File: src/rtl/joystick_pkg.sv
// Shared types and the deflection classifier for the joystick step generator.
package joystick_pkg;

  typedef enum logic [1:0] {
    DIR_NONE = 2'd0,
    DIR_DOWN = 2'd1,
    DIR_UP   = 2'd2
  } dir_t;

  typedef enum logic [1:0] {
    ST_IDLE = 2'd0,
    ST_RUN  = 2'd1,
    ST_LOAD = 2'd2
  } state_t;

  // Offsets within the deadzone (inclusive) produce no motion.
  function automatic dir_t classify(input int offset, input int deadzone);
    int mag;
    mag = (offset < 0) ? -offset : offset;
    if (mag <= deadzone) begin
      return DIR_NONE;
    end else if (offset > 0) begin
      return DIR_UP;
    end else begin
      return DIR_DOWN;
    end
  endfunction

endpackage

File: src/rtl/rate_timer.sv
// Wrapping step-rate counter; tick_c is high once the count reaches period_m1_i.
module rate_timer #(
  parameter int unsigned TW = 3
) (
  input  logic          clk,
  input  logic          reset,
  input  logic          clear_i,
  input  logic          en_i,
  input  logic [TW-1:0] period_m1_i,
  output logic          tick_c
);

  logic [TW-1:0] timer_q;
  logic [TW-1:0] timer_d;

  // >= rather than == so a shortened period fires on the next cycle.
  assign tick_c = (timer_q >= period_m1_i);

  always_comb begin
    timer_d = timer_q;
    if (clear_i) begin
      timer_d = '0;
    end else if (en_i) begin
      timer_d = tick_c ? '0 : timer_q + TW'(1);
    end
  end

  always_ff @(posedge clk) begin
    if (!reset) begin
      timer_q <= '0;
    end else begin
      timer_q <= timer_d;
    end
  end

endmodule

File: src/rtl/joystick_step_gen.sv
// Converts joystick axis samples into rate-limited step pulses for the sprite
// position counter, with bound stops and a one-cycle recentre load.
module joystick_step_gen
  import joystick_pkg::*;
#(
  parameter int unsigned ADC_BITS    = 10,
  parameter int unsigned POS_BITS    = 10,
  parameter int unsigned CENTER      = 512,
  parameter int unsigned DEADZONE    = 64,
  parameter int unsigned FAST_THRESH = 384,
  parameter int unsigned SLOW_DIV    = 2000000,
  parameter int unsigned FAST_DIV    = 500000,
  parameter int unsigned POS_MIN     = 0,
  parameter int unsigned POS_MAX     = 639,
  parameter int unsigned HOME        = 320
) (
  input  logic                clk,
  input  logic                reset,
  input  logic                sample_valid,
  input  logic [ADC_BITS-1:0] sample,
  output logic                sample_ready,
  input  logic                recentre,
  input  logic [POS_BITS-1:0] pos,
  output logic                cnt_load,
  output logic                cnt_enable,
  output logic                cnt_up,
  output logic [POS_BITS-1:0] cnt_d,
  output logic                moving
);

  localparam int unsigned OW = ADC_BITS + 1;
  localparam int unsigned TW = $clog2(SLOW_DIV);
  localparam logic [TW-1:0] SLOW_M1 = TW'(SLOW_DIV - 1);
  localparam logic [TW-1:0] FAST_M1 = TW'(FAST_DIV - 1);

  state_t state_q, state_d;
  dir_t   dir_q, dir_d;
  logic [TW-1:0] per_q, per_d;
  logic load_q, load_d;
  logic en_q, en_d;
  logic up_q, up_d;
  logic moving_q, moving_d;

  logic signed [OW-1:0] off_c;
  logic [OW-1:0]        mag_c;
  dir_t                 new_dir_c;
  logic [TW-1:0]        new_per_c;
  logic                 transfer_c;
  logic                 blocked_c;
  logic                 tick_c;
  logic                 tmr_clear_c;
  logic                 tmr_en_c;

  // Sample decode: signed offset from rest, direction and step period.
  assign off_c      = $signed({1'b0, sample}) - $signed(OW'(CENTER));
  assign mag_c      = off_c[OW-1] ? OW'(-off_c) : OW'(off_c);
  assign new_dir_c  = classify(int'(off_c), int'(DEADZONE));
  assign new_per_c  = (mag_c >= OW'(FAST_THRESH)) ? FAST_M1 : SLOW_M1;

  assign sample_ready = reset && (state_q != ST_LOAD);
  assign transfer_c   = sample_valid && sample_ready;

  assign blocked_c = ((dir_q == DIR_UP)   && (pos >= POS_BITS'(POS_MAX))) ||
                     ((dir_q == DIR_DOWN) && (pos <= POS_BITS'(POS_MIN)));

  rate_timer #(
    .TW(TW)
  ) u_rate_timer (
    .clk        (clk),
    .reset      (reset),
    .clear_i    (tmr_clear_c),
    .en_i       (tmr_en_c),
    .period_m1_i(per_q),
    .tick_c     (tick_c)
  );

  always_comb begin
    state_d     = state_q;
    dir_d       = dir_q;
    per_d       = per_q;
    load_d      = 1'b0;
    en_d        = 1'b0;
    up_d        = 1'b0;
    tmr_clear_c = 1'b0;
    tmr_en_c    = 1'b0;

    if (recentre) begin
      state_d     = ST_LOAD;
      dir_d       = DIR_NONE;
      load_d      = 1'b1;
      en_d        = 1'b1;
      tmr_clear_c = 1'b1;
    end else begin
      if (transfer_c) begin
        dir_d = new_dir_c;
        per_d = new_per_c;
      end
      unique case (state_q)
        ST_IDLE: begin
          tmr_clear_c = 1'b1;
          if (dir_q != DIR_NONE) begin
            state_d = ST_RUN;
          end
        end
        ST_RUN: begin
          // A new sample that stops or reverses motion pre-empts this cycle's step.
          if ((transfer_c && (new_dir_c == DIR_NONE)) || (dir_q == DIR_NONE)) begin
            state_d     = ST_IDLE;
            tmr_clear_c = 1'b1;
          end else if (transfer_c && (new_dir_c != dir_q)) begin
            tmr_clear_c = 1'b1;
          end else begin
            tmr_en_c = 1'b1;
            if (tick_c && !blocked_c) begin
              en_d = 1'b1;
              up_d = (dir_q == DIR_UP);
            end
          end
        end
        ST_LOAD: begin
          state_d     = ST_IDLE;
          dir_d       = DIR_NONE;
          tmr_clear_c = 1'b1;
        end
        default: begin
          state_d     = ST_IDLE;
          dir_d       = DIR_NONE;
          tmr_clear_c = 1'b1;
        end
      endcase
    end

    moving_d = (state_d == ST_RUN);
  end

  always_ff @(posedge clk) begin
    if (!reset) begin
      state_q  <= ST_IDLE;
      dir_q    <= DIR_NONE;
      per_q    <= SLOW_M1;
      load_q   <= 1'b0;
      en_q     <= 1'b0;
      up_q     <= 1'b0;
      moving_q <= 1'b0;
    end else begin
      state_q  <= state_d;
      dir_q    <= dir_d;
      per_q    <= per_d;
      load_q   <= load_d;
      en_q     <= en_d;
      up_q     <= up_d;
      moving_q <= moving_d;
    end
  end

  assign cnt_load   = load_q;
  assign cnt_enable = en_q;
  assign cnt_up     = up_q;
  assign cnt_d      = POS_BITS'(HOME);
  assign moving     = moving_q;

endmodule

File: config.mk
export PLATFORM = sky130hd
export DESIGN_NAME = joystick_step_gen
export DESIGN_NICKNAME = d
export VERILOG_FILES = /design/src/rtl/joystick_pkg.sv /design/src/rtl/rate_timer.sv /design/src/rtl/joystick_step_gen.sv
export SDC_FILE = /design/constraint.sdc
export NUM_CORES = 1
export LEC_CHECK = 0
export BUFFER_PORTS_ARGS = -buffer_cell sky130_fd_sc_hd__clkbuf_2
export CORE_MARGIN = 4
export CORE_UTILIZATION = 37
export CTS_BUF_LIST = sky130_fd_sc_hd__clkbuf_4 sky130_fd_sc_hd__clkbuf_8
export DETAILED_ROUTE_END_ITERATION = 6
export SLEW_MARGIN = 20
export SYNTH_ARGS = -nofsm -noshare
export SYNTH_HDL_FRONTEND = slang
export SYNTH_SLANG_ARGS = --single-unit
File: constraint.sdc
create_clock -name clk -period 2.9 [get_ports clk]
set_clock_uncertainty 0.15 [all_clocks]
set_input_delay 0.29 -clock clk [delete_from_list [all_inputs] [get_ports clk]]
set_output_delay 0.29 -clock clk [all_outputs]
set_load 0.1 [all_outputs]
==> flow_summary.yaml <==
synthesis:
  avgSynthCellArea_um2: 8.87
  synth.distinct_cells: 53
  ys_ff_latch: 31
  synth_mux_area_share_pct: 0.464
  yosys.area_share.simple_pct: 23.6
  seq_area_frac_synth_pct: 28.8
  syn_inst: 243
  synthesis.area_um2: 2160
  synth_adder_area_share_pct: 5.80
  synth_xor_xnor_area_share_pct: 7.72
  synth_flop_cell: "dfxtp_1"
  synth_edf_count: 0
  yosysWarnings: 0
  synthArstFlopShare_pct: 0
  synth_top_family_by_area: "compound AO/OA/AOI/OAI gates"
  synth-compound-area-share_pct: 25.5
floorplanning:
  start_util_pct: 38.7
  die_w_um: 84.3
  fp.dieArea_um2: 7110
  num_rows: 27
  core_um2: 5570
  boundaryPins: 39
  die_y_um: 84.3
global_route:
  grt_pass1_vias: 1745
  grt_pass1_wl_mm: 8.27
  overflow: 0
  antenna_found_initial: 0
  grtUsageTotal_pct: 14.1
  grt_max_degree: 24
layout:
  antenna_cells: 0
  final_nets: 308
  layout_commonest_cell: "dfxtp_1"
  drive_gt1_share_pct: 25.9
  areaGrowthSynthToFinish_pct: 13.6
  mostFrequentLayoutCells: "dfxtp_1 (31), clkbuf_2 (28), a211oi_2 (20)"
sta:
  hold_viol: 0
  finalCriticalPeriod_ns: 2.44
  relSlewSlack_pct: 46.6
  rsz0062_at_grt: "false"
  worst_pin_slew_ns: 0.801
  slew_violations: 0
  finalCritPeriodShare_pct: 84.1
  setup_viol: 0
  fin_setup_tns_ns: 0
  fmax_ghz: 0.410
  fin_hold_ws_ns: 0.187
worst_setup_path:
  path_class: "in2reg"
  crit_path_end_kind: "flip-flop"
  crit_path_start_kind: "input port"
  cp_max_fo: 23
  worstPathRequired_ns: 2.88
  arrival_ns: 2.42
clock_network:
  numCtsBuffers: 5
  path_clk_slew_ns: 0.06
  clkLatencyLatePin_ns: 0.29
  post_cts_buffers: 0
  clock_path_buffers: 2
  cts_tree: "done"
  cts_resized: 0
  root_buffer: "clkbuf_8"
  htree_levels: 2
  clkSinkCount: 31
  hold_buffers: 0
power_and_ir_drop:
  p_leak_nw: 0.920
  powerDensity_nw_per_um2: 388
  max-vdd-ir-drop_v: 0.000155
  power_mw: 0.951
detailed_routing:
  wirelength_mm: 4.79
  drt_first_pass_iters: 4
  initialDrtViolationCount: 130
  antenna_left: 0
  drc: 0
  wl_per_cell_um: 13.8
  vias_per_cell: 5.39
  vias: 1866
placed_design:
  dp_hpwl_mm: 3.58
  gp_congestion: 0.872
  port_buffers: 28
status:
  outcome: "finished, final reports clean"
run:
  cap_violations: 0
hold_path:
  min_path_type: "in2reg"
cell usage after synthesis, types with 2 or more instances:
cell type	n	share of area, %
a211oi_1	3	1.0
a211oi_2	20	12
a21o_1	2	0.70
a21oi_1	6	1.4
a221oi_1	2	0.81
a311oi_1	2	0.81
and2_1	2	0.58
and3_1	12	3.5
buf_4	10	3.5
buf_6	2	1.0
clkbuf_1	6	1.0
conb_1	2	0.35
dfxtp_1	31	29
ha_1	10	5.8
inv_1	11	1.9
nand2_1	15	2.6
nand2b_1	2	0.58
nand3_1	13	3.0
nand4_1	6	1.7
nor2_1	16	2.8
nor2b_1	3	0.87
nor3_1	4	0.93
nor4_1	5	1.5
o211ai_1	2	0.70
o21ai_0	10	2.3
o311ai_0	2	0.81
xnor2_1	3	1.2
xor2_1	16	6.5
cell families after synthesis:
kind of cell | count (synthesis)
flip-flops | 31
XOR/XNOR | 19
AO/OA/AOI/OAI | 60
AND/OR/NAND/NOR | 90
multiplexers | 1
adder cells (fa/ha/maj) | 10
buffers and inverters | 30
other | 2
routing by layer:
metal | part of all wire [%] | up-vias | GRT usage, % | wire length [um]
met5 | 0 | - | 0 | 0
met4 | 1.2 | 0 | 4.32 | 57
met3 | 4.4 | 4 | 4.22 | 211
met2 | 46 | 31 | 22.0 | 2200
met1 | 48 | 884 | 18.7 | 2320
li1 | - | 947 | - | -
report_power, final:
group          internal, mW  switching [mW]  leakage (nW)  total [mW]
Clock                 0.186           0.162        0.0470       0.348
Sequential            0.430         0.00209         0.251       0.432
Combinational        0.0388           0.132         0.622       0.171
stage by stage:
stage	instance area (um^2)	util, %	worst slack, ns	cells
floorplan	2190	-	0.469	251
global route	2450	44.0	0.357	346
detailed placement	2360	42.4	0.170	339
global placement	2360	42.4	0.236	339
CTS	2450	44.0	0.476	346
finish	2450	44.0	0.460	346
layout make-up:
| type | count | area, um^2 |
|---|---|---|
| fillers | 559 | 3120 |
| multi-input cells | 190 | 1410 |
| flip-flops and latches | 31 | 621 |
| repair buffers | 35 | 205 |
| well taps | 72 | 90.1 |
| clock buffers | 6 | 82.6 |
| inverters | 11 | 41.3 |
| clock inverters | 1 | 5.00 |
final timing paths:
kind,startpoint,end,slack [ns],cells after the start
max,sample[0],u_rate_timer.timer_q[4]$_SDFFE_PP0P_,0.46,10
min reg2reg,per_q[19]$_SDFFE_PN1P_,per_q[19]$_SDFFE_PN1P_,0.31,1
min,reset,cnt_load$_SDFF_PN0_,0.19,3
max reg2reg,per_q[19]$_SDFFE_PN1P_,u_rate_timer.timer_q[9]$_SDFFE_PP0P_,0.51,9
worst max-delay path, stage by stage:
cell       delay (ns)
clkbuf_2         0.16
inv_1            0.06
ha_1             0.20
nor4b_2          0.19
or4b_2           0.61
mux2i_1          0.19
o211ai_2         0.16
o2111ai_4        0.24
buf_12           0.22
a211oi_2         0.09
state kept, by name, summed over array words and instances (netlist names):
name / cells
cnt_enable: 1
cnt_load: 1
cnt_up: 1
dir_q: 2
moving: 1
per_q: 2
state_q: 2
u_rate_timer.timer_q: 21
(Power assumes the default switching activity.)
